===== src/rtl/uart_cmd_decoder_pkg.sv =====
`default_nettype none
// ============================================================================
// Module   : uart_cmd_decoder_pkg
// Brief    : Shared command-byte layout, FSM encoding and parameter check
//            for the UART command decoder.
// Revision : 1.0 - initial release
// ============================================================================
package uart_cmd_decoder_pkg;

    localparam int CMD_START_BIT = 7;
    localparam int CMD_STOP_BIT  = 6;
    localparam int CMD_MODE_BIT  = 5;
    localparam int CMD_SEL_MSB   = 3;
    localparam int CMD_SEL_LSB   = 0;

    localparam logic MODE_ONESHOT = 1'b0;
    localparam logic MODE_REPEAT  = 1'b1;

    typedef enum logic [1:0] {
        S_IDLE = 2'd0,
        S_OUT  = 2'd1,
        S_FREQ = 2'd2,
        S_DONE = 2'd3
    } state_t;

    // A packet is one command byte followed by two byte-aligned patterns.
    function automatic bit params_legal(input int data_bit, input int pack_num,
                                        input int num_ch, input int timeout_cyc);
        return (data_bit >= 8) && (data_bit % 8 == 0) &&
               (pack_num == 1 + 2 * (data_bit / 8)) &&
               (num_ch >= 1) && (num_ch <= 16) &&
               (timeout_cyc >= 2);
    endfunction

endpackage
`default_nettype wire


===== src/rtl/uart_cmd_decoder_if.sv =====
`default_nettype none
// ============================================================================
// Module   : uart_cmd_decoder_if
// Brief    : Byte-stream input and decoded-packet output bundle.
// Revision : 1.0 - initial release
// ============================================================================
interface uart_cmd_decoder_if #(
    parameter int DATA_BIT = 32
);
    logic [7:0]          i_data;
    logic                i_rx_done_tick;
    logic [DATA_BIT-1:0] o_output_pattern;
    logic [DATA_BIT-1:0] o_freq_pattern;
    logic [3:0]          o_sel_out;
    logic                o_start;
    logic                o_stop;
    logic                o_mode;
    logic                o_done_tick;
    logic                o_err_tick;

    // master: byte source / packet consumer side
    modport master (
        output i_data, i_rx_done_tick,
        input  o_output_pattern, o_freq_pattern, o_sel_out,
               o_start, o_stop, o_mode, o_done_tick, o_err_tick
    );

    // slave: the decoder itself
    modport slave (
        input  i_data, i_rx_done_tick,
        output o_output_pattern, o_freq_pattern, o_sel_out,
               o_start, o_stop, o_mode, o_done_tick, o_err_tick
    );
endinterface
`default_nettype wire


===== src/rtl/uart_cmd_decoder_byte_shift_reg.sv =====
`default_nettype none
// ============================================================================
// Module   : byte_shift_reg
// Brief    : DATA_BIT-wide loader; each load shifts right by one byte and
//            inserts the new byte at the top (LSB-first byte stream).
// Revision : 1.0 - initial release
// ============================================================================
module byte_shift_reg #(
    parameter int DATA_BIT = 32
) (
    input  wire logic                clk,
    input  wire logic                rst_n,
    input  wire logic                i_load,
    input  wire logic [7:0]          i_byte,
    output logic      [DATA_BIT-1:0] o_q_next
);

    logic [DATA_BIT-1:0] r_q;
    logic [DATA_BIT-1:0] w_shifted;

    generate
        if (DATA_BIT > 8) begin : g_wide
            assign w_shifted = {i_byte, r_q[DATA_BIT-1:8]};
        end else begin : g_narrow
            assign w_shifted = i_byte;
        end
    endgenerate

    // Value the register holds after this edge, so a same-edge consumer
    // can capture a pattern including the byte being loaded right now.
    assign o_q_next = i_load ? w_shifted : r_q;

    always_ff @(posedge clk or negedge rst_n) begin
        if (!rst_n) begin
            r_q <= '0;
        end else if (i_load) begin
            r_q <= w_shifted;
        end
    end

endmodule
`default_nettype wire


===== src/rtl/uart_cmd_decoder.sv =====
`default_nettype none
// ============================================================================
// Module   : uart_cmd_decoder
// Brief    : Assembles PACK_NUM UART bytes into a command packet, validates
//            the channel select and publishes it with a done/err tick.
// Revision : 1.0 - initial release
// ============================================================================
module uart_cmd_decoder
    import uart_cmd_decoder_pkg::*;
#(
    parameter int DATA_BIT    = 32,
    parameter int PACK_NUM    = 9,
    parameter int NUM_CH      = 3,
    parameter int TIMEOUT_CYC = 100000
) (
    input wire logic          clk,
    input wire logic          rst_n,
    uart_cmd_decoder_if.slave bus
);

    localparam int c_num_bytes = DATA_BIT / 8;
    localparam int c_bcnt_w    = $clog2(c_num_bytes) + 1;
    localparam int c_to_w      = $clog2(TIMEOUT_CYC);
    localparam logic [c_bcnt_w-1:0] c_last_byte = c_bcnt_w'(c_num_bytes - 1);
    localparam logic [c_to_w-1:0]   c_to_last   = c_to_w'(TIMEOUT_CYC - 1);

    generate
        if (!params_legal(DATA_BIT, PACK_NUM, NUM_CH, TIMEOUT_CYC)) begin : g_bad_params
            $error("uart_cmd_decoder: illegal DATA_BIT/PACK_NUM/NUM_CH/TIMEOUT_CYC");
        end
    endgenerate

    state_t                r_state;
    state_t                w_state_next;
    logic [c_bcnt_w-1:0]   r_byte_cnt;
    logic [c_bcnt_w-1:0]   w_byte_cnt_next;
    logic [c_to_w-1:0]     r_to_cnt;
    logic [c_to_w-1:0]     w_to_cnt_next;

    logic [3:0]            r_sel;
    logic                  r_start;
    logic                  r_stop;
    logic                  r_mode;

    logic                  w_cmd_load;
    logic                  w_out_load;
    logic                  w_freq_load;
    logic                  w_commit;
    logic                  w_reject;
    logic                  w_timeout;
    logic                  w_sel_valid;

    logic [DATA_BIT-1:0]   w_out_next;
    logic [DATA_BIT-1:0]   w_freq_next;

    logic [DATA_BIT-1:0]   r_out_pat;
    logic [DATA_BIT-1:0]   r_freq_pat;
    logic [3:0]            r_sel_out;
    logic                  r_start_out;
    logic                  r_stop_out;
    logic                  r_mode_out;
    logic                  r_done_tick;
    logic                  r_err_tick;

    assign w_sel_valid = (32'(r_sel) < 32'(NUM_CH));

    byte_shift_reg #(.DATA_BIT(DATA_BIT)) u_out_shift (
        .clk      (clk),
        .rst_n    (rst_n),
        .i_load   (w_out_load),
        .i_byte   (bus.i_data),
        .o_q_next (w_out_next)
    );

    byte_shift_reg #(.DATA_BIT(DATA_BIT)) u_freq_shift (
        .clk      (clk),
        .rst_n    (rst_n),
        .i_load   (w_freq_load),
        .i_byte   (bus.i_data),
        .o_q_next (w_freq_next)
    );

    always_ff @(posedge clk or negedge rst_n) begin
        if (!rst_n) begin
            r_state    <= S_IDLE;
            r_byte_cnt <= '0;
            r_to_cnt   <= '0;
        end else begin
            r_state    <= w_state_next;
            r_byte_cnt <= w_byte_cnt_next;
            r_to_cnt   <= w_to_cnt_next;
        end
    end

    // Timeout counter defaults to 0, which also covers IDLE/DONE and the
    // "tick on the expiry cycle wins" rule in the pattern states.
    always_comb begin
        w_state_next    = r_state;
        w_byte_cnt_next = r_byte_cnt;
        w_to_cnt_next   = '0;
        w_cmd_load      = 1'b0;
        w_out_load      = 1'b0;
        w_freq_load     = 1'b0;
        w_commit        = 1'b0;
        w_reject        = 1'b0;
        w_timeout       = 1'b0;
        case (r_state)
            S_IDLE: begin
                if (bus.i_rx_done_tick) begin
                    w_cmd_load      = 1'b1;
                    w_byte_cnt_next = '0;
                    w_state_next    = S_OUT;
                end
            end
            S_OUT, S_FREQ: begin
                if (bus.i_rx_done_tick) begin
                    w_out_load  = (r_state == S_OUT);
                    w_freq_load = (r_state == S_FREQ);
                    if (r_byte_cnt == c_last_byte) begin
                        w_byte_cnt_next = '0;
                        if (r_state == S_OUT) begin
                            w_state_next = S_FREQ;
                        end else begin
                            w_state_next = S_DONE;
                            w_commit     = w_sel_valid;
                            w_reject     = !w_sel_valid;
                        end
                    end else begin
                        w_byte_cnt_next = r_byte_cnt + 1'b1;
                    end
                end else if (r_to_cnt == c_to_last) begin
                    w_timeout       = 1'b1;
                    w_byte_cnt_next = '0;
                    w_state_next    = S_IDLE;
                end else begin
                    w_to_cnt_next = r_to_cnt + 1'b1;
                end
            end
            S_DONE: begin
                w_state_next = S_IDLE;
            end
            default: begin
                w_state_next = S_IDLE;
            end
        endcase
    end

    always_ff @(posedge clk or negedge rst_n) begin
        if (!rst_n) begin
            r_sel   <= '0;
            r_start <= 1'b0;
            r_stop  <= 1'b0;
            r_mode  <= MODE_ONESHOT;
        end else if (w_cmd_load) begin
            r_sel   <= bus.i_data[CMD_SEL_MSB:CMD_SEL_LSB];
            r_start <= bus.i_data[CMD_START_BIT];
            r_stop  <= bus.i_data[CMD_STOP_BIT];
            r_mode  <= bus.i_data[CMD_MODE_BIT];
        end
    end

    // Outputs are captured on the edge that accepts the final byte, so the
    // done tick and the new fields appear together in the DONE cycle.
    always_ff @(posedge clk or negedge rst_n) begin
        if (!rst_n) begin
            r_out_pat   <= '0;
            r_freq_pat  <= '0;
            r_sel_out   <= '0;
            r_start_out <= 1'b0;
            r_stop_out  <= 1'b0;
            r_mode_out  <= MODE_ONESHOT;
            r_done_tick <= 1'b0;
            r_err_tick  <= 1'b0;
        end else begin
            r_done_tick <= w_commit;
            r_err_tick  <= w_reject | w_timeout;
            if (w_commit) begin
                r_out_pat   <= w_out_next;
                r_freq_pat  <= w_freq_next;
                r_sel_out   <= r_sel;
                r_start_out <= r_start;
                r_stop_out  <= r_stop;
                r_mode_out  <= r_mode;
            end
        end
    end

    assign bus.o_output_pattern = r_out_pat;
    assign bus.o_freq_pattern   = r_freq_pat;
    assign bus.o_sel_out        = r_sel_out;
    assign bus.o_start          = r_start_out;
    assign bus.o_stop           = r_stop_out;
    assign bus.o_mode           = r_mode_out;
    assign bus.o_done_tick      = r_done_tick;
    assign bus.o_err_tick       = r_err_tick;

endmodule
`default_nettype wire


===== src/flat_wrapper.sv =====
// flat-port wrapper written by rule: the top's interface ports become plain ports
module uart_cmd_decoder_flat import uart_cmd_decoder_pkg::*;
#(
    parameter int DATA_BIT    = 32,
    parameter int PACK_NUM    = 9,
    parameter int NUM_CH      = 3,
    parameter int TIMEOUT_CYC = 100000
)
  (clk, rst_n, bus_i_data, bus_i_rx_done_tick, bus_o_output_pattern, bus_o_freq_pattern, bus_o_sel_out, bus_o_start, bus_o_stop, bus_o_mode, bus_o_done_tick, bus_o_err_tick);
  uart_cmd_decoder_if #(.DATA_BIT(DATA_BIT)) bus_i ();
  input wire logic clk;
  input wire logic rst_n;
  input wire logic [$bits(bus_i.i_data)-1:0] bus_i_data;
  input wire logic [$bits(bus_i.i_rx_done_tick)-1:0] bus_i_rx_done_tick;
  output wire logic [$bits(bus_i.o_output_pattern)-1:0] bus_o_output_pattern;
  output wire logic [$bits(bus_i.o_freq_pattern)-1:0] bus_o_freq_pattern;
  output wire logic [$bits(bus_i.o_sel_out)-1:0] bus_o_sel_out;
  output wire logic [$bits(bus_i.o_start)-1:0] bus_o_start;
  output wire logic [$bits(bus_i.o_stop)-1:0] bus_o_stop;
  output wire logic [$bits(bus_i.o_mode)-1:0] bus_o_mode;
  output wire logic [$bits(bus_i.o_done_tick)-1:0] bus_o_done_tick;
  output wire logic [$bits(bus_i.o_err_tick)-1:0] bus_o_err_tick;
  assign bus_i.i_data = bus_i_data;
  assign bus_i.i_rx_done_tick = bus_i_rx_done_tick;
  assign bus_o_output_pattern = bus_i.o_output_pattern;
  assign bus_o_freq_pattern = bus_i.o_freq_pattern;
  assign bus_o_sel_out = bus_i.o_sel_out;
  assign bus_o_start = bus_i.o_start;
  assign bus_o_stop = bus_i.o_stop;
  assign bus_o_mode = bus_i.o_mode;
  assign bus_o_done_tick = bus_i.o_done_tick;
  assign bus_o_err_tick = bus_i.o_err_tick;
  uart_cmd_decoder #(.DATA_BIT(DATA_BIT), .PACK_NUM(PACK_NUM), .NUM_CH(NUM_CH), .TIMEOUT_CYC(TIMEOUT_CYC)) u_core (.clk(clk), .rst_n(rst_n), .bus(bus_i));
endmodule

===== config.mk =====
export PLATFORM = sky130hd
export DESIGN_NAME = uart_cmd_decoder_flat
export DESIGN_NICKNAME = d
export VERILOG_FILES = /design/src/rtl/uart_cmd_decoder_pkg.sv /design/src/rtl/uart_cmd_decoder_if.sv /design/src/rtl/uart_cmd_decoder_byte_shift_reg.sv /design/src/rtl/uart_cmd_decoder.sv /design/src/flat_wrapper.sv
export SDC_FILE = /design/constraint.sdc
export NUM_CORES = 1
export LEC_CHECK = 0
export BUFFER_PORTS_ARGS = -buffer_cell sky130_fd_sc_hd__buf_2
export CORE_MARGIN = 8
export CORE_UTILIZATION = 57
export CTS_BUF_LIST = sky130_fd_sc_hd__clkbuf_16
export CTS_CLUSTER_SIZE = 12
export DETAILED_ROUTE_END_ITERATION = 7
export PLACE_DENSITY_LB_ADDON = 0.1
export SLEW_MARGIN = 20
export SYNTH_ARGS = -nofsm -noshare
export SYNTH_HDL_FRONTEND = slang
export SYNTH_SLANG_ARGS = --single-unit

===== constraint.sdc =====
create_clock -name clk -period 3.1 [get_ports clk]
set_clock_uncertainty 0.15 [all_clocks]
set_input_delay 0.465 -clock clk [delete_from_list [all_inputs] [get_ports clk]]
set_output_delay 0.465 -clock clk [all_outputs]
set_load 0.005 [all_outputs]

[Word level (Yosys, flattened, before mapping)]
Index checks and enable logic that the tools add are counted.
W data, S select, Z words.
Operators by class
  bitwise gates (word level): 1
  multiplexer cells: 33
  $add $sub $neg: 2
  multiply operators: 0
  div/mod/pow operators: 0
  reductions and logical operators: 6
  equal/unequal tests: 8
  shift-type cells: 0
  $lt $le $gt $ge: 1
Operator list (count)
  $mux W32: 2
  $mux W17: 3
  $mux W1: 18
  $add A17 B1 Y17 const B: 1
  $eq A17 B17 Y1 const B: 1
  $mux W3: 4
  $mux W2: 4
  $ne A3 B2 Y1 const B: 2
  $pmux W2 S3: 1
  $pmux W3 S2: 1
  $reduce_and A3 Y1: 2
  $eq A2 B2 Y1 const B: 2
  $lt A4 B2 Y1 const B: 1
  $add A3 B1 Y3 const B: 1
  $eq A3 B2 Y1 const B: 1
  $eq A2 B1 Y1 const B: 1
  $logic_not A2 Y1: 1
  $ne A2 B2 Y1 const B: 1
  $reduce_bool A2 Y1: 1
  $reduce_or A2 Y1: 1
  $logic_not A1 Y1: 1
  $or A1 B1 Y1: 1
Word-level totals
  ROM bits: 0
  register bits: 166
  bits in latches: 0
  bits in writable memories: 0
  memories: 0
  output and inout bits: 73

[Longest topological paths before layout]
Gate-level depths: netlist of the first run.
  word-level depth: 7
  gate-level depth with buffers: 8
  gate-level depth less buffers: 6

[Hierarchy]
From an unflattened synthesis of the first run, not the netlist that was laid out.
Second synthesis, totals
  cell total of the unflattened synthesis: 428
  area, all modules: 6879.1 µm²
Modules (own cells, without submodules)
  uart_cmd_decoder: times used 1, area each 4189.0 µm², sequential area each 2552.4 µm², cells an instance 292
  byte_shift_reg: times used 2, area each 1345.0 µm², sequential area each 800.8 µm², cells an instance 68

[Least setup slack after synthesis of the first run]
OpenSTA, ideal clock, no wires.
  kind: register -> register
  start: register u_core.r_state[1]
  end: register u_core.r_freq_pat[31], in the netlist u_core.bus.o_freq_pattern[31]
  slack: 0.303 ns
  cell stages (with the launch flop): 9
  period minus slack after synthesis: 2.797 ns
  arrival time: 2.522 ns
  buffers on the path: 2
  data required time: 2.825 ns
  path through: dfrtp_1 inv_1 ha_1 buf_4 nand2_2 or3b_4 a2111oi_4 buf_6 mux2_4
On the way
  longest elaborated chain between the ends: 5
  elaborated cells on any way between the ends: 10
Ends and longest elaborated chain
  from (decl): line uart_cmd_decoder.sv:33  | state_t r_state;
  from (signal assigned): line uart_cmd_decoder.sv:89  | r_state <= w_state_next;
  $eq A2 B1 Y1: line uart_cmd_decoder.sv:107, uart_cmd_decoder.sv:121
  $mux W1: line uart_cmd_decoder.sv:121  | if (r_state == S_OUT) begin
  $mux W1: line uart_cmd_decoder.sv:119  | if (r_byte_cnt == c_last_byte) begin
  $mux W1: line uart_cmd_decoder.sv:116  | if (bus.i_rx_done_tick) begin
  $mux W1: line uart_cmd_decoder.sv:107  | case (r_state)
  to (signal assigned): line uart_cmd_decoder.sv:179  | r_freq_pat <= w_freq_next;
  to (decl): line uart_cmd_decoder.sv:57  | logic [DATA_BIT-1:0] r_freq_pat;
Parallel ways exist; a longest one is shown, timed or not.
A chain may end at the register's enable or synchronous reset.

[Worst setup path after layout of the first run]
  start: register u_core.r_state[1]
  end: register u_core.r_out_pat[28], in the netlist u_core.bus.o_output_pattern[28]
On the way
  longest elaborated chain between the ends: 5
  elaborated cells on any way between the ends: 10
Ends and longest elaborated chain
  $eq A2 B1 Y1: line uart_cmd_decoder.sv:107, uart_cmd_decoder.sv:117, uart_cmd_decoder.sv:121
  $mux W1: line uart_cmd_decoder.sv:121
  $mux W1: line uart_cmd_decoder.sv:119
  $mux W1: line uart_cmd_decoder.sv:116
  $mux W1: line uart_cmd_decoder.sv:107
  to (signal assigned): line uart_cmd_decoder.sv:178  | r_out_pat <= w_out_next;
  to (decl): line uart_cmd_decoder.sv:56  | logic [DATA_BIT-1:0] r_out_pat;
Parallel ways exist; a longest one is shown, timed or not.

==> run_summary.xml, run 1 <==
<?xml version="1.0" encoding="UTF-8"?>
<metrics>
  <group name="routing">
    <metric name="route.antenna.remaining_nets" unit="">0</metric>
    <metric name="detailedRoute.firstPassIterationCount" unit="">4</metric>
    <metric name="routed_wire_length" unit="um">11900</metric>
    <metric name="drt-initial-drc-count" unit="">195</metric>
    <metric name="routedWlPerCell" unit="um">17.5</metric>
    <metric name="drc" unit="">0</metric>
    <metric name="viasPerCell" unit="">5.40</metric>
    <metric name="via_count" unit="">3655</metric>
  </group>
  <group name="min_path">
    <metric name="min_to" unit="">u_core.r_stop</metric>
    <metric name="hold_class" unit="">in2reg</metric>
    <metric name="worst_hold_startpoint" unit="">bus_i_data[6]</metric>
    <metric name="holdPathStages" unit="">2</metric>
  </group>
  <group name="global_routing">
    <metric name="antenna_found_initial" unit="">1</metric>
    <metric name="global_route_usage_over_all_layers" unit="">0.172</metric>
    <metric name="grt_first_pass_wirelength" unit="um">20100</metric>
    <metric name="grt_start_max_net_pins" unit="">102</metric>
    <metric name="grt_remaining_overflow" unit="">0</metric>
    <metric name="vias_in_the_first_global_route" unit="">4023</metric>
  </group>
  <group name="yosys">
    <metric name="synth.largest_area_cell" unit="">sky130_fd_sc_hd__dfrtp_1</metric>
    <metric name="ys_seq_area_frac" unit="">0.631</metric>
    <metric name="post_synth_inst_count" unit="">429</metric>
    <metric name="ys.flop_type" unit="">sky130_fd_sc_hd__dfrtp_1</metric>
    <metric name="synth_cell_type_count" unit="">41</metric>
    <metric name="synthesized_cell_area" unit="sq um">6590</metric>
    <metric name="synth.area.top_cells" unit="">sky130_fd_sc_hd__dfrtp_1 63%, sky130_fd_sc_hd__mux2_2 22%, sky130_fd_sc_hd__mux2_4 2.3%, sky130_fd_sc_hd__xnor2_1 1.3%, sky130_fd_sc_hd__buf_6 1.2%</metric>
    <metric name="async_flop_share" unit="">1.00</metric>
    <metric name="synthesis.nets" unit="">446</metric>
    <metric name="synth_common_cells" unit="">166 x sky130_fd_sc_hd__dfrtp_1, 130 x sky130_fd_sc_hd__mux2_2, 17 x sky130_fd_sc_hd__nor2_1, 10 x sky130_fd_sc_hd__mux2_4, 10 x sky130_fd_sc_hd__xnor2_1</metric>
    <metric name="synth_enable_flop_cells" unit="">0</metric>
    <metric name="syn-mean-instance-area" unit="sq um">15.3</metric>
    <metric name="postSynthRegisterBits" unit="">166</metric>
    <metric name="synth_most_common_cell" unit="">sky130_fd_sc_hd__dfrtp_1</metric>
    <metric name="ys.warnings.count" unit="">0</metric>
    <metric name="synth_top_cell_area_share" unit="">0.631</metric>
  </group>
  <group name="clock_network">
    <metric name="tritoncts.num_buffers" unit="">17</metric>
    <metric name="cts_max_path_buffers" unit="">2</metric>
    <metric name="worst_skew_pair.late_latency" unit="ns">0.42</metric>
    <metric name="cts-resized-gates" unit="">0</metric>
    <metric name="cts-htree-levels" unit="">4</metric>
    <metric name="postCtsSetupRepairBufs" unit="">0</metric>
    <metric name="clock_tree_from_tritoncts" unit="">built</metric>
    <metric name="hold_buffers" unit="">1</metric>
    <metric name="clk_pin_slew" unit="ns">0.06</metric>
    <metric name="root_driver" unit="">sky130_fd_sc_hd__clkbuf_16</metric>
    <metric name="clock_sink_count" unit="">166</metric>
  </group>
  <group name="floorplanning">
    <metric name="placement_rows" unit="">39</metric>
    <metric name="boundaryPins" unit="">84</metric>
    <metric name="fp.dieArea" unit="sq um">15200</metric>
    <metric name="start_util" unit="">0.579</metric>
    <metric name="placeableCoreArea" unit="sq um">11400</metric>
    <metric name="dieHeight" unit="um">123</metric>
    <metric name="die_w" unit="um">123</metric>
  </group>
  <group name="pwr">
    <metric name="powerDensity" unit="nW/um^2">876</metric>
    <metric name="p_leak" unit="nW">3.94</metric>
    <metric name="vdd_drop_max" unit="mV">0.779</metric>
  </group>
  <group name="final_layout">
    <metric name="insertedDiodeCount" unit="">0</metric>
    <metric name="layout.filler_cells" unit="">810</metric>
    <metric name="layout_nets" unit="">538</metric>
    <metric name="seqCellArea" unit="sq um">4150</metric>
    <metric name="multi_input_area" unit="sq um">2290</metric>
    <metric name="drive_gt1_frac" unit="">0.496</metric>
    <metric name="area_grow_syn2layout" unit="%">18.0</metric>
    <metric name="final_cell_count_no_fill" unit="">677</metric>
  </group>
  <group name="timing">
    <metric name="max_freq" unit="MHz">358</metric>
    <metric name="final-hold-violation-count" unit="">0</metric>
    <metric name="setup_tns_final" unit="ns">0</metric>
    <metric name="finalWorstPathRequiredPeriod" unit="ns">2.79</metric>
    <metric name="worst-slew-pin-transition" unit="ns">0.510</metric>
    <metric name="rsz0062_at_grt" unit="">false</metric>
    <metric name="timing.final.max_slew_violations" unit="">0</metric>
    <metric name="layout_worst_path_cycle_share" unit="">0.900</metric>
    <metric name="setup_violations" unit="">0</metric>
    <metric name="max_slew_margin" unit="">0.660</metric>
  </group>
  <group name="worst_setup_path">
    <metric name="worst-r2r-cell-count" unit="">7</metric>
    <metric name="timing.reg2reg.setup_slack" unit="ns">0.31</metric>
    <metric name="timing.critical_path.cells" unit="">inv_1 &gt; ha_1 &gt; nand2_2 &gt; or3b_4 &gt; a2111oi_4 &gt; buf_12 &gt; mux2_2</metric>
    <metric name="timing.critical_path.arrival" unit="ns">2.94</metric>
    <metric name="worstSetupStartpointType" unit="">flop</metric>
    <metric name="worst-path-max-fanout" unit="">72</metric>
    <metric name="critical_path_max_stage_delay" unit="ns">0.41</metric>
    <metric name="timing_worst_setup_path_type" unit="">reg2reg</metric>
    <metric name="crit_required" unit="ns">3.25</metric>
    <metric name="worstSetupStartpoint" unit="">u_core.r_state[1]</metric>
    <metric name="reg2reg_from" unit="">u_core.r_state[1]</metric>
    <metric name="cpMaxStageDelayCell" unit="">sky130_fd_sc_hd__dfrtp_1</metric>
    <metric name="setup.worst_path.end_class" unit="">flop</metric>
    <metric name="crit-reg2reg-capture" unit="">u_core.bus.o_output_pattern[28]</metric>
  </group>
  <group name="run_status">
    <metric name="status" unit="">finished, final reports clean</metric>
  </group>
  <group name="placement">
    <metric name="dp_cells" unit="">644</metric>
    <metric name="finalWeightedCongestion" unit="">0.835</metric>
    <metric name="detailed_place_hpwl" unit="um">7980</metric>
    <metric name="place.port_buffers" unit="">83</metric>
  </group>
  <group name="job">
    <metric name="max_cap_viol_count" unit="">0</metric>
  </group>
</metrics>
-- state kept, by name (all words and copies together), names as in the netlist --
register	count
u_core.r_stop	1
u_core.bus.o_sel_out	4
u_core.r_start	1
u_core.r_to_cnt	17
u_core.bus.o_done_tick	1
u_core.u_out_shift.r_q	32
u_core.bus.o_mode	1
u_core.bus.o_err_tick	1
u_core.bus.o_start	1
u_core.bus.o_output_pattern	32
u_core.r_state	2
u_core.r_byte_cnt	3
u_core.bus.o_freq_pattern	32
u_core.r_sel	4
u_core.r_mode	1
u_core.bus.o_stop	1
u_core.u_freq_shift.r_q	32
-- layout by cell type, fill, tap and decap left out, types with 2 or more instances in the layout --
master / count
sky130_fd_sc_hd__dfrtp_1: 166
sky130_fd_sc_hd__mux2_2: 130
sky130_fd_sc_hd__buf_2: 82
sky130_fd_sc_hd__nor2_1: 17
sky130_fd_sc_hd__clkbuf_16: 17
sky130_fd_sc_hd__inv_1: 10
sky130_fd_sc_hd__xnor2_1: 10
sky130_fd_sc_hd__mux2_4: 10
sky130_fd_sc_hd__nand3_1: 8
sky130_fd_sc_hd__and3_1: 8
sky130_fd_sc_hd__ha_1: 6
sky130_fd_sc_hd__nand2_1: 5
sky130_fd_sc_hd__nor2b_1: 5
sky130_fd_sc_hd__buf_4: 5
sky130_fd_sc_hd__bufinv_16: 4
sky130_fd_sc_hd__nor4_1: 3
sky130_fd_sc_hd__nand4_1: 3
sky130_fd_sc_hd__nor3_1: 3
sky130_fd_sc_hd__a21oi_1: 3
sky130_fd_sc_hd__xor2_1: 3
sky130_fd_sc_hd__clkinv_4: 3
sky130_fd_sc_hd__o21ai_0: 2
sky130_fd_sc_hd__or3_1: 2
sky130_fd_sc_hd__o22ai_1: 2
sky130_fd_sc_hd__clkinvlp_4: 2
sky130_fd_sc_hd__buf_12: 2
-- worst max-delay path by stage --
stage | end | cells after the start
floorplan | u_core.bus.o_freq_pattern[31] | 8
global placement | u_core.bus.o_output_pattern[25] | 7
detailed placement | u_core.bus.o_output_pattern[15] | 7
CTS | u_core.bus.o_output_pattern[15] | 7
global route | u_core.bus.o_output_pattern[15] | 7
finish | u_core.bus.o_output_pattern[28] | 7
-- worst max-delay path: cells and delay by family (launching register included) --
kind                       cells  cell delay (ns)
adders and majority gates      1             0.31
buffers and inverters          2             0.48
AOI/OAI and AO/OA              1             0.39
and+or+nand+nor                2             0.49
muxes                          1             0.39
DFF                            1             0.41
-- logic make-up (layout without fill, tap and decap cells) --
group,after synthesis,in the layout,share of synthesized area
buffers and inverters,24,129,0.0222
adders and majority gates,6,6,0.0114
muxes,141,141,0.247
DFF,166,166,0.631
xor gates and xnor gates,13,13,0.0173
and+or+nand+nor,62,62,0.0505
AOI/OAI and AO/OA,17,17,0.0209
-- routing by layer --
metal / global-route usage / vias to the layer above / wire length, um
li1: - / 1712 / -
met2: 0.276 / 66 / 5950
met5: 0 / - / 12
met1: 0.207 / 1864 / 5080
met3: 0.0731 / 11 / 741
met4: 0.0519 / 2 / 89
-- area by class of cell --
class                   instances  area share
clock buffers                  17      0.0548
multi-input cells             239       0.295
clock inverters                15      0.0245
repair buffers                 91      0.0655
well taps                     143      0.0230
inverters                       6     0.00290
flip-flops and latches        166       0.535
-- stage by stage --
stage / power [mW] / util / worst slack (ns) / area (sq um) / hold slack, ns
after floorplan: 4.13 / - / 0.303 / 6590 / 0.0194
after global placement: 4.62 / 0.628 / 0.406 / 7140 / 0.298
after detailed placement: 4.71 / 0.628 / 0.312 / 7140 / 0.303
after CTS: 6.89 / 0.683 / 0.296 / 7770 / 0.151
after global routing: 7.19 / 0.683 / 0.161 / 7770 / 0.150
final: 6.80 / 0.683 / 0.309 / 7770 / 0.167
-- power by group --
| part | switching [mW] | leakage, nW | internal (mW) |
|---|---|---|---|
| registers | 0.340 | 2.20 | 2.80 |
| clock network | 0.818 | 0.308 | 1.34 |
| logic | 0.654 | 1.43 | 0.849 |
| total | 1.81 | 3.94 | 4.99 |
No activity file was read; power rests on OpenSTA's default activity.
==> run 2, diff against run 1 <==
==> constraint.sdc (replaced) <==
create_clock -name clk -period 3.1 [get_ports clk]
set_clock_uncertainty 0.15 [all_clocks]
set_input_delay 0.155 -clock clk [delete_from_list [all_inputs] [get_ports clk]]
set_output_delay 0.155 -clock clk [all_outputs]
set_load 0.005 [all_outputs]
==> run 2 against run 1 <==
  * Total power decreased by 1.1%
  * Largest power group unchanged
  * Sequential share of layout area down 0.42 points
  * Clock power fell by 5%
  * First-iteration DRC count shrank 5.6%
  * Routed wire length rose by 1.0%
  * Flip-flop and latch count unchanged
  * Register-to-register slack got worse by 0.05 ns
  * Worst hold slack gained 0.041 ns
  * Global-route usage is 0.17 points higher
  * Design area increased by 0.79%
  * Die area unchanged
==> run_summary.xml, run 2 (same netlist as run 1, synthesis figures left out) <==
<?xml version="1.0" encoding="UTF-8"?>
<metrics>
  <group name="run_status">
    <metric name="status" unit="">finished, final reports clean</metric>
  </group>
  <group name="routing">
    <metric name="detailedRoute.firstPassIterationCount" unit="">4</metric>
    <metric name="route.antenna.remaining_nets" unit="">0</metric>
    <metric name="drt-initial-drc-count" unit="">184</metric>
    <metric name="via_count" unit="">3700</metric>
    <metric name="drc" unit="">0</metric>
    <metric name="routed_wire_length" unit="um">12000</metric>
    <metric name="viasPerCell" unit="">5.39</metric>
    <metric name="routedWlPerCell" unit="um">17.5</metric>
  </group>
  <group name="timing">
    <metric name="rsz0062_at_grt" unit="">false</metric>
    <metric name="setup_violations" unit="">0</metric>
    <metric name="layout_worst_path_cycle_share" unit="">0.918</metric>
    <metric name="worst-slew-pin-transition" unit="ns">0.743</metric>
    <metric name="final-hold-violation-count" unit="">0</metric>
    <metric name="timing.final.max_slew_violations" unit="">0</metric>
    <metric name="setup_tns_final" unit="ns">0</metric>
    <metric name="finalWorstPathRequiredPeriod" unit="ns">2.84</metric>
    <metric name="max_slew_margin" unit="">0.504</metric>
    <metric name="max_freq" unit="MHz">352</metric>
  </group>
  <group name="floorplanning">
    <metric name="placement_rows" unit="">39</metric>
    <metric name="die_w" unit="um">123</metric>
    <metric name="boundaryPins" unit="">84</metric>
    <metric name="dieHeight" unit="um">123</metric>
    <metric name="placeableCoreArea" unit="sq um">11400</metric>
    <metric name="fp.dieArea" unit="sq um">15200</metric>
    <metric name="start_util" unit="">0.579</metric>
  </group>
  <group name="worst_setup_path">
    <metric name="worst-r2r-cell-count" unit="">7</metric>
    <metric name="worst-path-max-fanout" unit="">72</metric>
    <metric name="crit_required" unit="ns">3.25</metric>
    <metric name="worstSetupStartpointType" unit="">flop</metric>
    <metric name="timing.critical_path.arrival" unit="ns">2.99</metric>
    <metric name="setup.worst_path.end_class" unit="">flop</metric>
    <metric name="timing_worst_setup_path_type" unit="">reg2reg</metric>
  </group>
  <group name="clock_network">
    <metric name="cts-htree-levels" unit="">4</metric>
    <metric name="cts-resized-gates" unit="">0</metric>
    <metric name="clk_pin_slew" unit="ns">0.06</metric>
    <metric name="clock_sink_count" unit="">166</metric>
    <metric name="cts_max_path_buffers" unit="">2</metric>
    <metric name="root_driver" unit="">sky130_fd_sc_hd__clkbuf_16</metric>
    <metric name="worst_skew_pair.late_latency" unit="ns">0.42</metric>
    <metric name="postCtsSetupRepairBufs" unit="">0</metric>
    <metric name="tritoncts.num_buffers" unit="">17</metric>
    <metric name="clock_tree_from_tritoncts" unit="">built</metric>
  </group>
  <group name="min_path">
    <metric name="hold_class" unit="">in2async</metric>
  </group>
  <group name="global_routing">
    <metric name="antenna_found_initial" unit="">0</metric>
    <metric name="vias_in_the_first_global_route" unit="">4158</metric>
    <metric name="grt_remaining_overflow" unit="">0</metric>
    <metric name="global_route_usage_over_all_layers" unit="">0.173</metric>
    <metric name="grt_start_max_net_pins" unit="">82</metric>
    <metric name="grt_first_pass_wirelength" unit="um">20300</metric>
  </group>
  <group name="final_layout">
    <metric name="area_grow_syn2layout" unit="%">18.9</metric>
    <metric name="most-common-layout-cells" unit="">166 x sky130_fd_sc_hd__dfrtp_1, 130 x sky130_fd_sc_hd__mux2_2, 82 x sky130_fd_sc_hd__buf_2</metric>
    <metric name="layout_nets" unit="">547</metric>
    <metric name="mostFrequentLayoutCell" unit="">sky130_fd_sc_hd__dfrtp_1</metric>
    <metric name="layout.filler_cells" unit="">789</metric>
    <metric name="drive_gt1_frac" unit="">0.486</metric>
    <metric name="insertedDiodeCount" unit="">0</metric>
    <metric name="final_cell_count_no_fill" unit="">686</metric>
  </group>
  <group name="placement">
    <metric name="dp_cells" unit="">644</metric>
    <metric name="finalWeightedCongestion" unit="">0.833</metric>
    <metric name="detailed_place_hpwl" unit="um">7950</metric>
    <metric name="place.port_buffers" unit="">83</metric>
  </group>
  <group name="pwr">
    <metric name="p_leak" unit="nW">3.96</metric>
    <metric name="sw_frac_of_total" unit="">0.269</metric>
    <metric name="vdd_drop_max" unit="mV">0.676</metric>
    <metric name="power.share.sequential" unit="">0.468</metric>
    <metric name="cell_internal_pwr" unit="mW">4.92</metric>
    <metric name="comb_power_share" unit="">0.225</metric>
    <metric name="power.clock.fraction" unit="">0.307</metric>
    <metric name="netSwitchingPower" unit="mW">1.81</metric>
    <metric name="powerDensity" unit="nW/um^2">859</metric>
  </group>
  <group name="job">
    <metric name="max_cap_viol_count" unit="">0</metric>
  </group>
</metrics>
-- run 2: changes by cell type in the layout (fill, tap and decap cells not counted) --
cell,previous run,this run
sky130_fd_sc_hd__clkinv_2,1,2
sky130_fd_sc_hd__inv_6,1,2
sky130_fd_sc_hd__inv_1,10,8
sky130_fd_sc_hd__clkinv_1,0,3
sky130_fd_sc_hd__clkinvlp_4,2,1
sky130_fd_sc_hd__bufinv_16,4,3
sky130_fd_sc_hd__dlygate4sd3_1,1,10
sky130_fd_sc_hd__clkinv_4,3,2
-- run 2: layout make-up --
cell class	count	area (sq um)	area share
Clock buffer	17	425	0.0543
Clock inverter	15	161	0.0206
Inverter	6	22.5	0.00288
Multi-Input combinational cell	239	2290	0.292
Sequential cell	166	4150	0.530
Tap cell	143	179	0.0228
Timing Repair Buffer	100	599	0.0765
-- run 2: layer usage --
layer,part of all wire,routed length [um],vias up,global-route usage
met1,0.42,5050,1901,0.200
met4,0.011,127,0,0.0542
met3,0.061,733,8,0.0735
li1,-,-,1722,-
met5,0,0,-,0
met2,0.51,6090,69,0.288
-- run 2: what timing repair did --
| item | 4_1_cts | 5_1_grt |
|---|---|---|
| endpoints found under the setup margin | 0 | 0 |
| hold buffers | 10 | 0 |
| endpoints found under the hold margin | 106 | 0 |
-- run 2: critical path: stages (launching register included) --
cell,delay (ns)
sky130_fd_sc_hd__dfrtp_1,0.41
sky130_fd_sc_hd__inv_1,0.10
sky130_fd_sc_hd__ha_1,0.32
sky130_fd_sc_hd__nand2_2,0.10
sky130_fd_sc_hd__or3b_4,0.41
sky130_fd_sc_hd__a2111oi_4,0.38
sky130_fd_sc_hd__buf_12,0.36
sky130_fd_sc_hd__mux2_2,0.40
-- run 2: path summary, 6_finish.rpt --
check                                        startpoint                              end  slack, ns
worst max-delay path                  u_core.r_state[1]  u_core.bus.o_output_pattern[15]       0.26
worst min-delay path                              rst_n       u_core.u_freq_shift.r_q[8]       0.21
worst max register to register        u_core.r_state[1]  u_core.bus.o_output_pattern[15]       0.26
worst min register to register  u_core.bus.o_sel_out[3]          u_core.bus.o_sel_out[3]       0.35
max in group asynchronous                         rst_n  u_core.bus.o_output_pattern[24]       1.65
min in group clk                u_core.bus.o_sel_out[3]          u_core.bus.o_sel_out[3]       0.35
-- run 2: power by group through the flow --
stage          Sequential (mW)  Clock (mW)  Combinational [mW]
2_1_floorplan             3.11           0                1.02
3_3_place_gp              3.16           0                1.46
3_5_place_dp              3.18           0                1.52
4_1_cts                   3.16        2.11                1.54
5_1_grt                   3.23        2.20                1.69
6_report                  3.15        2.06                1.52
-- run 2: stage by stage --
| stage | area, sq um | setup WS [ns] | hold slack (ns) | power, mW | util |
|---|---|---|---|---|---|
| floorplan | 6590 | 0.303 | -0.291 | 4.13 | - |
| global placement | 7140 | 0.406 | 0.0962 | 4.62 | 0.628 |
| detailed placement | 7140 | 0.304 | 0.101 | 4.70 | 0.628 |
| CTS | 7830 | 0.269 | 0.231 | 6.81 | 0.689 |
| global route | 7830 | 0.155 | 0.277 | 7.12 | 0.689 |
| finish | 7830 | 0.255 | 0.207 | 6.73 | 0.689 |
